### src/rtl/simple_spi_master.sv
// SPI mode-0 initiator: 8-bit command then 32-bit word, MSB first, one transaction per start.
// MISO is double-synchronised and sampled at the end of each SCK high phase.
module simple_spi_master #(
   parameter int CLK_DIV  = 4,
   parameter int CS_SETUP = 2,
   parameter int CS_HOLD  = 2,
   parameter int CS_IDLE  = 2
) (
   input  logic        clk,
   input  logic        reset,
   input  logic        start,
   input  logic [7:0]  command,
   input  logic [31:0] word_out,
   output logic        busy,
   output logic        done,
   output logic [31:0] word_in,
   output logic        sck,
   output logic        mosi,
   input  logic        miso,
   output logic        cs
);
   // state    | meaning
   // S_IDLE   | cs high, waiting for start
   // S_SETUP  | cs low, first MOSI bit presented before SCK runs
   // S_SCK_LO | SCK low half-period
   // S_SCK_HI | SCK high half-period; MISO sampled and MOSI advanced on its last cycle
   // S_HOLD   | cs still low after the last SCK fall
   // S_GAP    | cs high before busy drops
   typedef enum logic [2:0] {S_IDLE, S_SETUP, S_SCK_LO, S_SCK_HI, S_HOLD, S_GAP} state_t;

   localparam int CW = 16;
   // SETUP holds one extra cycle so accept->done totals 1 + CS_SETUP + 80*CLK_DIV + CS_HOLD + CS_IDLE
   localparam logic [CW-1:0] LD_SETUP = CW'(CS_SETUP);
   localparam logic [CW-1:0] LD_DIV   = CW'(CLK_DIV - 1);
   localparam logic [CW-1:0] LD_HOLD  = CW'(CS_HOLD - 1);
   localparam logic [CW-1:0] LD_IDLE  = CW'(CS_IDLE - 1);

   state_t        r_state, w_state_nxt;
   logic [CW-1:0] r_cnt, w_cnt_nxt;
   logic [5:0]    r_bit, w_bit_nxt;
   logic [39:0]   r_shift, w_shift_nxt;
   logic [31:0]   r_cap, w_cap_nxt;
   logic [31:0]   r_word_in, w_word_in_nxt;
   logic          r_busy, w_busy_nxt;
   logic          r_done, w_done_nxt;
   logic          r_sck, w_sck_nxt;
   logic          r_cs, w_cs_nxt;
   logic          r_miso_s1, r_miso_s2;
   logic          w_tc;

   assign w_tc = (r_cnt == '0);

   always_comb begin
      w_state_nxt   = r_state;
      w_cnt_nxt     = r_cnt;
      w_bit_nxt     = r_bit;
      w_shift_nxt   = r_shift;
      w_cap_nxt     = r_cap;
      w_word_in_nxt = r_word_in;
      w_busy_nxt    = r_busy;
      w_done_nxt    = 1'b0;
      w_sck_nxt     = r_sck;
      w_cs_nxt      = r_cs;
      case (r_state)
         S_IDLE: begin
            if (start) begin
               w_state_nxt = S_SETUP;
               w_cnt_nxt   = LD_SETUP;
               w_bit_nxt   = 6'd39;
               w_shift_nxt = {command, word_out};
               w_cap_nxt   = '0;
               w_busy_nxt  = 1'b1;
               w_cs_nxt    = 1'b0;
            end
         end
         S_SETUP: begin
            if (w_tc) begin
               w_state_nxt = S_SCK_LO;
               w_cnt_nxt   = LD_DIV;
            end else begin
               w_cnt_nxt = r_cnt - CW'(1);
            end
         end
         S_SCK_LO: begin
            if (w_tc) begin
               w_state_nxt = S_SCK_HI;
               w_cnt_nxt   = LD_DIV;
               w_sck_nxt   = 1'b1;
            end else begin
               w_cnt_nxt = r_cnt - CW'(1);
            end
         end
         S_SCK_HI: begin
            if (w_tc) begin
               w_sck_nxt   = 1'b0;
               w_shift_nxt = {r_shift[38:0], 1'b0};
               if (r_bit < 6'd32) begin
                  w_cap_nxt = {r_cap[30:0], r_miso_s2};
               end
               if (r_bit == 6'd0) begin
                  w_state_nxt = S_HOLD;
                  w_cnt_nxt   = LD_HOLD;
               end else begin
                  w_state_nxt = S_SCK_LO;
                  w_cnt_nxt   = LD_DIV;
                  w_bit_nxt   = r_bit - 6'd1;
               end
            end else begin
               w_cnt_nxt = r_cnt - CW'(1);
            end
         end
         S_HOLD: begin
            if (w_tc) begin
               w_state_nxt = S_GAP;
               w_cnt_nxt   = LD_IDLE;
               w_cs_nxt    = 1'b1;
            end else begin
               w_cnt_nxt = r_cnt - CW'(1);
            end
         end
         S_GAP: begin
            if (w_tc) begin
               w_state_nxt   = S_IDLE;
               w_busy_nxt    = 1'b0;
               w_done_nxt    = 1'b1;
               w_word_in_nxt = r_cap;
            end else begin
               w_cnt_nxt = r_cnt - CW'(1);
            end
         end
         default: begin
            w_state_nxt = S_IDLE;
         end
      endcase
   end

   always_ff @(posedge clk) begin
      if (reset) begin
         r_state   <= S_IDLE;
         r_cnt     <= '0;
         r_bit     <= '0;
         r_shift   <= '0;
         r_cap     <= '0;
         r_word_in <= '0;
         r_busy    <= 1'b0;
         r_done    <= 1'b0;
         r_sck     <= 1'b0;
         r_cs      <= 1'b1;
         r_miso_s1 <= 1'b0;
         r_miso_s2 <= 1'b0;
      end else begin
         r_state   <= w_state_nxt;
         r_cnt     <= w_cnt_nxt;
         r_bit     <= w_bit_nxt;
         r_shift   <= w_shift_nxt;
         r_cap     <= w_cap_nxt;
         r_word_in <= w_word_in_nxt;
         r_busy    <= w_busy_nxt;
         r_done    <= w_done_nxt;
         r_sck     <= w_sck_nxt;
         r_cs      <= w_cs_nxt;
         r_miso_s1 <= miso;
         r_miso_s2 <= r_miso_s1;
      end
   end

   // shift register drains to zero, so MOSI is low again by HOLD/GAP
   assign mosi    = r_shift[39];
   assign busy    = r_busy;
   assign done    = r_done;
   assign word_in = r_word_in;
   assign sck     = r_sck;
   assign cs      = r_cs;
endmodule
### config.mk
export PLATFORM = sky130hd
export DESIGN_NAME = simple_spi_master
export DESIGN_NICKNAME = d
export VERILOG_FILES = /design/src/rtl/simple_spi_master.sv
export SDC_FILE = /design/constraint.sdc
export NUM_CORES = 1
export LEC_CHECK = 0
export ABC_CLOCK_PERIOD_IN_PS = 2250
export BUFFER_PORTS_ARGS = -buffer_cell sky130_fd_sc_hd__buf_4
export CORE_MARGIN = 4
export CORE_UTILIZATION = 54
export CTS_BUF_LIST = sky130_fd_sc_hd__clkbuf_4 sky130_fd_sc_hd__clkbuf_8
export DETAILED_ROUTE_END_ITERATION = 16
export PLACE_DENSITY = 0.78
export SLEW_MARGIN = 15
export SYNTH_ARGS = -nofsm -noshare
export SYNTH_HDL_FRONTEND = slang
export SYNTH_SLANG_ARGS = --single-unit
### constraint.sdc
create_clock -name clk -period 2.25 [get_ports clk]
set_input_delay 0.45 -clock clk [delete_from_list [all_inputs] [get_ports clk]]
set_output_delay 0.45 -clock clk [all_outputs]
set_load 0.03 [all_outputs]
==> results of run 1 <==
[kinds of logic after synthesis]
kind of cell | count (synthesis)
AOI/OAI and AO/OA | 251
buffers and inverters | 79
and+or+nand+nor | 305
DFF | 135
xor gates and xnor gates | 7
muxes | 1
adders and majority gates | 4
[per-stage QoR]
| stage | util | setup slack (ns) | setup TNS (ns) | total power (W) |
|---|---|---|---|---|
| final | 0.668 | 0.191 | 0 | 0.00808 |
| after global routing | 0.668 | -0.0166 | -0.0359 | 0.00860 |
| after CTS | 0.667 | 0.0376 | 0 | 0.00805 |
| after detailed placement | 0.628 | 0.0669 | 0 | 0.00593 |
| after global placement | 0.628 | 0.130 | 0 | 0.00581 |
| after floorplan | - | 0.105 | 0 | 0.00508 |
[state kept, by name (all words and copies together), names as in the netlist]
signal and count:
busy 1, r_state 3, word_in 32, r_cap 32
sck 1, done 1, r_cnt 16, cs 1
r_shift 40, r_bit 6, r_miso_s1 1, r_miso_s2 1
[cell type report]
type	instances	area (µm²)	area share
clock buffer	20	275	0.0377
clock inverter	12	149	0.0204
inverter	11	41.3	0.00565
multi-input combinational	568	3050	0.417
sequential	135	2700	0.370
tap	140	175	0.0240
timing repair buffer	110	913	0.125
[cell usage in the layout (no fill, tap or decap), types with 2 or more instances in the layout]
| cell | count |
|---|---|
| nand3_1 | 46 |
| o31ai_1 | 5 |
| nor4_2 | 2 |
| buf_4 | 103 |
| a211oi_1 | 5 |
| a311oi_1 | 3 |
| nand4_1 | 10 |
| buf_12 | 7 |
| a211o_1 | 40 |
| nor3_1 | 9 |
| o21ai_0 | 56 |
| xnor2_1 | 6 |
| or4_1 | 7 |
| nor2b_1 | 5 |
| o211ai_1 | 2 |
| a31oi_1 | 2 |
| clkinv_2 | 4 |
| or3_1 | 8 |
| dfxtp_1 | 134 |
| bufinv_16 | 3 |
| inv_1 | 11 |
| clkinvlp_4 | 4 |
| ha_1 | 4 |
| nor2_1 | 16 |
| and4_1 | 2 |
| nand2_1 | 187 |
| a21oi_1 | 126 |
| clkbuf_8 | 20 |
| nor4_1 | 5 |
[worst max-delay path by stage]
stage               slack [ns]     endpoint  cells after the start
finish                    0.19    r_cnt[15]                      7
global route             -0.02     r_cnt[8]                      5
CTS                       0.04  r_shift[30]                      8
detailed placement        0.07  r_shift[30]                      8
global placement          0.13   r_shift[8]                      8
floorplan                 0.10  word_in[10]                      9
[routing by layer]
metal / GRT usage / part of all wire
met4: 0.0736 / 0.013
met5: 0 / 0
met2: 0.358 / 0.49
met3: 0.0557 / 0.054
met1: 0.283 / 0.44
[what timing repair did]
action / in CTS / in global routing
buffers inserted: 0 / 1
endpoints found under the setup margin: 0 / 127
resized for setup: 0 / 1
[worst reg2reg max path, cell delays in order (launching register included)]
cell and delay (ns):
dfxtp_1 0.34, inv_1 0.06, ha_1 0.20, nor4bb_1 0.14, and4_1 0.28, o31a_1 0.36, or4_1 0.48, a21oi_1 0.14
[report_power, final]
part / switching, W / internal [W] / total, W / leakage, nW
combinational: 0.00169 / 0.00129 / 0.00298 / 1.46
sequential: 0.000300 / 0.00269 / 0.00299 / 1.10
clock: 0.000934 / 0.00118 / 0.00211 / 0.207
total: 0.00292 / 0.00516 / 0.00808 / 2.76
==> impl_metrics.py, run 1 <==
metrics = {
    "die": {
        "die_area_um2": 13000,
        "io_pins": 81,
        "die_h_um": 114,
        "initial_core_util": 0.554,
        "num_rows": 38,
        "core_area_um2": 10900,
        "dieWidth_um": 114,
    },
    "synthesis": {
        "synthMuxAreaShare": 0.00165,
        "synth_fa_ha_area_frac": 0.00826,
        "yosys.area_share.simple": 0.230,
        "synth_edf_count": 0,
        "yosysMostFrequentCell": "nand2_1",
        "ys.flop_type": "dfxtp_1",
        "synth_xor_area_frac": 0.0101,
        "ys_seq_area_frac": 0.446,
        "synth_area_leaders": "dfxtp_1, nand2_1, a21oi_1",
        "ys_top_cells_by_count": "nand2_1, dfxtp_1, a21oi_1",
        "ys_ff_latch": 135,
        "yosys_warnings": 0,
        "yosys.area.top_type": "dfxtp_1",
        "syn-num-nets": 830,
        "synth_area_um2": 6060,
        "synth-compound-area-share": 0.251,
        "synth_top_cell_area_share": 0.446,
        "synth_top_family_by_area": "compound AO/OA/AOI/OAI gates",
        "yosysUniqueCellTypes": 50,
        "syn-instance-count": 782,
        "synth-async-reset-ratio": 0,
        "avgSynthCellArea_um2": 7.75,
    },
    "cts": {
        "htree_levels": 4,
        "cts_root_buf": "clkbuf_8",
        "clkTransAtPathRegs_ns": 0.07,
        "cts_sinks": 135,
        "clk_latency_ns": 0.44,
        "cts_buffer_depth": 2,
        "cts_buffers": 17,
        "cts_tree": "built",
        "hold_buffers": 0,
    },
    "timing": {
        "setup_viol": 0,
        "finalHoldViolCount": 0,
        "skew_ns": 0.0139,
        "tightest_slew_ns": 0.581,
        "period_share": 0.915,
        "slew_headroom": 0.613,
        "drv_slew": 0,
        "layout_min_cycle_time_ns": 2.06,
        "hold_ws_ns": 0.230,
        "max_freq_ghz": 0.486,
    },
    "drt": {
        "routed_wl_um": 13900,
        "wl_per_cell_um": 14.0,
        "via_per_inst": 5.79,
        "drt_drc_violations_left": 0,
        "postRouteAntennaNets": 0,
        "initialDrtViolationCount": 416,
        "dr.pass1.iters": 5,
        "num_vias": 5767,
    },
    "hold_path": {
        "whs_path_depth": 2,
        "min_to": "r_miso_s1",
        "min_from": "miso",
        "min_path_type": "in -> reg",
    },
    "critical_path": {
        "cp-end-kind": "flip-flop",
        "path_class": "reg -> reg",
        "critical_path.top_delay_family": "simple AND/OR/NAND/NOR gates",
        "cp_slowest_cell": "or4_1",
        "reg2reg_depth": 7,
        "max_stage_delay_ns": 0.47,
        "cp_num_buf_inv": 1,
        "ff2ff_setup_slack_ns": 0.19,
        "path_cells": "inv_1 > ha_1 > nor4bb_1 > and4_1 > o31a_1 > or4_1 > a21oi_1",
        "r2r_start": "r_cnt[0]",
        "crit_path_max_fanout": 7,
        "cp.required_ns": 2.62,
        "arrival_ns": 2.43,
        "start_kind": "flip-flop",
        "crit_path_start": "r_cnt[0]",
        "r2r_end": "r_cnt[15]",
    },
    "placement": {
        "dpl.hpwl_um": 9050,
        "dpl.cell_count": 963,
        "port_buffers": 80,
        "place_area_um2": 6870,
        "gp_routability_congestion": 0.884,
    },
    "cells_and_area": {
        "nets": 891,
        "final_cells": 996,
        "diodes": 0,
        "final_area_um2": 7310,
        "areaGrowthSynthToFinish_pct": 20.6,
        "fillers": 903,
        "drive_gt1_frac": 0.181,
    },
    "power_and_ir_drop": {
        "power_density_nw_per_um2": 1110,
        "leakage_nw": 2.76,
        "peakVddDrop_mv": 1.45,
    },
    "run_status": {
        "status": "finished, final reports clean",
    },
    "global_routing": {
        "first_global_vias": 5281,
        "antenna_found_initial": 0,
        "track_usage": 0.219,
        "grt_start_max_net_pins": 58,
        "grt.overflow.total": 0,
        "grt_pass1_wl_um": 23500,
    },
    "job": {
        "maxCapViolations": 0,
    },
}
Power figures use the tool's default switching activity.
==> run 2, diff against run 1 <==
Settings changed: BUFFER_PORTS_ARGS -buffer_cell sky130_fd_sc_hd__buf_4 to -buffer_cell sky130_fd_sc_hd__buf_2.
==> run 2 against run 1 <==
Via count is 0.21% lower. Non-clock buffer count grew 2. Hold slack worse by 0.0082 ns. Global-route usage increased by 0.30 points. Sequential power barely moved. Utilization fell by 1.9 points. Cell count stayed put. First-iteration DRC count increased by 17%. Critical endpoint is now r_shift[34]. Largest cell class unchanged.
==> impl_metrics.py, run 2 (synthesis results as in run 1) <==
metrics = {
    "drt": {
        "num_vias": 5755,
        "dr.pass1.iters": 6,
        "postRouteAntennaNets": 0,
        "drt_drc_violations_left": 0,
        "routed_wl_um": 14400,
        "initialDrtViolationCount": 486,
        "via_per_inst": 5.78,
        "wl_per_cell_um": 14.4,
    },
    "timing": {
        "finalHoldViolCount": 0,
        "drv_slew": 0,
        "slew_headroom": 0.473,
        "period_share": 0.958,
        "rsz0062_at_grt": "false",
        "tightest_slew_ns": 0.790,
        "final.setup.tns_ns": 0,
        "max_freq_ghz": 0.464,
        "setup_slack_ns": 0.0952,
        "layout_min_cycle_time_ns": 2.15,
        "setup_viol": 0,
        "skew_ns": 0.00888,
    },
    "power_and_ir_drop": {
        "p_int_w": 0.00508,
        "switching_power_w": 0.00292,
        "p_sw_frac": 0.365,
        "leakage_nw": 2.75,
        "power_w": 0.00800,
        "seq_power_share": 0.377,
        "power_frac_clock": 0.244,
        "power_frac_comb": 0.379,
        "power_density_nw_per_um2": 1130,
        "peakVddDrop_mv": 1.03,
    },
    "run_status": {
        "status": "finished, final reports clean",
    },
    "job": {
        "maxCapViolations": 0,
    },
    "hold_path": {
        "min_from": "miso",
        "min_path_type": "in -> reg",
    },
    "cells_and_area": {
        "nets": 893,
        "areaGrowthSynthToFinish_pct": 17.1,
        "largest_register_ff_count": 40,
        "largest-register": "r_shift",
        "final_area_um2": 7100,
        "drive_gt1_frac": 0.182,
        "final_common_cell": "nand2_1",
        "diodes": 0,
        "final_cells": 996,
        "final_cell_mix": "nand2_1, dfxtp_1, a21oi_1",
        "fillers": 937,
    },
    "cts": {
        "clkTransAtPathRegs_ns": 0.07,
        "cts_tree": "built",
        "htree_levels": 4,
        "clk_latency_ns": 0.44,
        "cts_buffer_depth": 2,
        "cts_sinks": 135,
        "cts_buffers": 17,
        "cts_root_buf": "clkbuf_8",
        "hold_buffers": 0,
    },
    "global_routing": {
        "antenna_found_initial": 0,
        "grt_pass1_wl_um": 23800,
        "track_usage": 0.222,
        "grt.overflow.total": 0,
        "first_global_vias": 5343,
        "grt_start_max_net_pins": 92,
    },
    "critical_path": {
        "cp-end-kind": "flip-flop",
        "crit_path_start": "r_cnt[1]",
        "r2r_start": "r_cnt[1]",
        "path_class": "reg -> reg",
        "arrival_ns": 2.52,
        "crit_path_max_fanout": 67,
        "start_kind": "flip-flop",
        "cp.required_ns": 2.61,
    },
    "die": {
        "initial_core_util": 0.554,
        "die_h_um": 114,
        "die_area_um2": 13000,
        "io_pins": 81,
        "dieWidth_um": 114,
        "core_area_um2": 10900,
        "num_rows": 38,
    },
    "placement": {
        "dp_slack_ns": -0.0389,
        "dpl.hpwl_um": 9160,
        "port_buffers": 80,
        "dpl.cell_count": 965,
        "gp_routability_congestion": 0.847,
        "place_area_um2": 6690,
    },
}
run 2: cell count changes in the layout (fill, tap and decap cells not counted), sizes merged:
cell	delta
buf	+2
bufinv	-1
clkbuf	+6
clkinv	-2
clkinvlp	-4
inv	-1
run 2: worst max-delay path, cell delays in order (launching register included):
cell and delay (ns):
dfxtp_1 0.32, inv_1 0.11, ha_1 0.20, nor4b_4 0.28
and4_4 0.40, a31oi_4 0.13, buf_12 0.20, a211o_1 0.25
a21oi_1 0.15
run 2: final timing paths:
kind / to / slack [ns] / cells after the start
worst max register to register: r_shift[34] / 0.1 / 8
worst min-delay path: r_miso_s1 / 0.22 / 2
worst max-delay path: r_shift[34] / 0.1 / 8
worst min register to register: r_miso_s2 / 0.44 / 1
run 2: power groups by stage:
stage	registers [W]	clock network (W)	logic, W
finish	0.00302	0.00195	0.00303
global route	0.00305	0.00209	0.00334
CTS	0.00299	0.00199	0.00293
detailed placement	0.00303	0	0.00287
global placement	0.00301	0	0.00276
floorplan	0.00298	0	0.00210
run 2: metal layers:
layer | wire [µm] | GRT usage | vias up
met5 | 0 | 0 | -
met4 | 236 | 0.0950 | 0
met3 | 797 | 0.0668 | 25
met2 | 7060 | 0.363 | 146
met1 | 6290 | 0.271 | 2711
li1 | - | - | 2873
run 2: through the flow:
| stage | hold WS (ns) | utilization |
|---|---|---|
| CTS | 0.193 | 0.647 |
| global placement | 0.425 | 0.612 |
| detailed placement | 0.432 | 0.612 |
| global route | 0.256 | 0.649 |
| finish | 0.222 | 0.649 |
| floorplan | 0.414 | - |
run 2: timing repair:
item                                    4_1_cts  5_1_grt
cloned                                        0        0
buffers inserted                              0        1
pin swaps                                     0        1
endpoints found under the setup margin       76       84
resized for setup                             1        2
run 2: final cells by class:
type / instances / area (µm²) / area share
Multi-Input combinational cell: 568 / 3070 / 0.432
Sequential cell: 135 / 2700 / 0.381
Timing Repair Buffer: 112 / 731 / 0.103
Clock buffer: 26 / 314 / 0.0442
Tap cell: 140 / 175 / 0.0247
Clock inverter: 4 / 70.1 / 0.00987
Inverter: 11 / 41.3 / 0.00581
==> run 3, diff against run 2 <==
Settings changed: CELL_PAD_IN_SITES_DETAIL_PLACEMENT set to 1, CELL_PAD_IN_SITES_GLOBAL_PLACEMENT set to 1, CORE_MARGIN 4 to 2, CORE_UTILIZATION 54 to 40, PLACE_DENSITY 0.78 to not set, PLACE_DENSITY_LB_ADDON set to 0.1.
==> run 3 against run 2 <==
Largest power group is now sequential cells. Combinational power hardly changed. Via count is 1.1% higher. First-iteration DRC count is 35% lower. Critical path type unchanged. Routed wire length is 12% higher. Fmax is 1.2% higher.
==> impl_metrics.py, run 3 (synthesis results as in run 1) <==
metrics = {
    "drt": {
        "wl_per_cell_um": 15.5,
        "drt_drc_violations_left": 0,
        "postRouteAntennaNets": 0,
        "routed_wl_um": 16100,
        "dr.pass1.iters": 7,
        "num_vias": 5821,
        "initialDrtViolationCount": 318,
        "via_per_inst": 5.60,
    },
    "die": {
        "initial_core_util": 0.414,
        "num_rows": 44,
        "core_area_um2": 14600,
        "die_area_um2": 16200,
        "io_pins": 81,
        "dieWidth_um": 127,
        "die_h_um": 127,
    },
    "cts": {
        "clk_latency_ns": 0.45,
        "clkTransAtPathRegs_ns": 0.07,
        "hold_buffers": 0,
        "post-cts-setup-buffer-count": 0,
        "cts_buffer_depth": 2,
        "cts_root_buf": "clkbuf_8",
        "htree_levels": 4,
        "cts_tree": "built",
        "cts_sinks": 135,
        "cts_buffers": 17,
    },
    "power_and_ir_drop": {
        "power_w": 0.00789,
        "peakVddDrop_mv": 0.423,
        "leakage_nw": 2.73,
        "power_density_nw_per_um2": 1100,
    },
    "critical_path": {
        "cp.required_ns": 2.63,
        "crit_path_start": "r_cnt[1]",
        "arrival_ns": 2.51,
        "crit_path_max_fanout": 7,
        "endpoint": "r_cnt[15]",
        "path_cells": "inv_1 > ha_1 > nor4bb_1 > and4_1 > o31a_1 > or4_1 > a21oi_1",
        "cp_num_buf_inv": 1,
        "max_stage_delay_ns": 0.49,
        "reg2reg_depth": 7,
        "critical_path.top_delay_family": "simple AND/OR/NAND/NOR gates",
        "cp_slowest_cell": "or4_1",
        "ff2ff_setup_slack_ns": 0.12,
        "cp-end-kind": "flip-flop",
        "r2r_start": "r_cnt[1]",
        "path_class": "reg -> reg",
        "cp_num_cells": 7,
        "start_kind": "flip-flop",
        "r2r_end": "r_cnt[15]",
    },
    "timing": {
        "skew_ns": 0.0120,
        "slew_headroom": 0.673,
        "finalHoldViolCount": 0,
        "layout_min_cycle_time_ns": 2.13,
        "final.setup.tns_ns": 0,
        "tightest_slew_ns": 0.490,
        "drv_slew": 0,
        "period_share": 0.946,
        "max_freq_ghz": 0.470,
        "setup_viol": 0,
    },
    "cells_and_area": {
        "areaGrowthSynthToFinish_pct": 18.0,
        "final_cell_mix": "nand2_1, dfxtp_1, a21oi_1",
        "largest_register_ff_count": 40,
        "fillers": 1815,
        "diodes": 0,
        "nets": 892,
        "largest-register": "r_shift",
        "drive_gt1_frac": 0.182,
        "final_common_cell": "nand2_1",
    },
    "global_routing": {
        "grt_start_max_net_pins": 65,
        "grt.overflow.total": 0,
        "track_usage": 0.208,
        "antenna_found_initial": 0,
        "first_global_vias": 5862,
        "grt_pass1_wl_um": 27800,
    },
    "run_status": {
        "status": "finished, final reports clean",
    },
    "job": {
        "maxCapViolations": 0,
    },
    "placement": {
        "gp_routability_congestion": 0.804,
        "dpl.hpwl_um": 10300,
        "port_buffers": 80,
    },
    "hold_path": {
        "min_path_type": "in -> reg",
    },
}
run 3: cell count changes in the layout (fill, tap and decap cells not counted), sizes merged:
cell and change:
clkinv +5, clkbuf -3, bufinv -2, buf -1, clkinvlp +1
run 3: power breakdown:
group | leakage, nW | internal [W] | switching (W)
Combinational | 1.44 | 0.00127 | 0.00173
Sequential | 1.10 | 0.00269 | 0.000352
Clock | 0.193 | 0.000922 | 0.000928
run 3: worst min-delay path by stage:
stage | start | end | slack, ns | cells past startpoint
floorplan | r_miso_s1 | r_miso_s2 | 0.41 | 1
global placement | r_miso_s1 | r_miso_s2 | 0.44 | 1
detailed placement | r_miso_s1 | r_miso_s2 | 0.44 | 1
CTS | miso | r_miso_s1 | 0.19 | 2
global route | miso | r_miso_s1 | 0.21 | 2
finish | miso | r_miso_s1 | 0.21 | 2
run 3: routing by layer:
layer	vias up	part of all wire	global-route usage
met5	-	0	0
met4	0	0.016	0.0756
met3	21	0.033	0.0498
met2	94	0.48	0.340
met1	2832	0.47	0.267
li1	2874	-	-
run 3: repair_timing:
| item | 4_1_cts | 5_1_grt |
|---|---|---|
| endpoints found under the setup margin | 0 | 98 |
| hold endpoints to repair | 0 | 0 |
| gates resized for setup | 0 | 5 |
run 3: layout make-up:
class                           count  area, µm²  area share
Sequential cell                   135       2700       0.378
Tap cell                          184        230      0.0322
Inverter                           11       41.3     0.00577
Timing Repair Buffer              111        739       0.103
Clock buffer                       23        317      0.0443
Multi-Input combinational cell    568       3070       0.430
Clock inverter                      8       46.3     0.00647
run 3: stage by stage:
stage / hold WS (ns) / setup slack [ns] / std cells / utilization / area, µm²
after floorplan: 0.414 / 0.105 / 782 / - / 6060
after global placement: 0.439 / 0.195 / 1009 / 0.461 / 6760
after detailed placement: 0.439 / 0.0642 / 1009 / 0.461 / 6760
after CTS: 0.185 / 0.0199 / 1040 / 0.486 / 7120
after global routing: 0.214 / -0.0101 / 1040 / 0.488 / 7150
final: 0.208 / 0.121 / 1040 / 0.488 / 7150
run 3: worst register-to-register path, delay by kind of cell (launching register included):
kind                     cells  cell delay [ns]
buffers and inverters        1             0.08
adder cells (fa/ha/maj)      1             0.22
AND/OR/NAND/NOR              3             0.93
flip-flops                   1             0.35
AO/OA/AOI/OAI                2             0.49
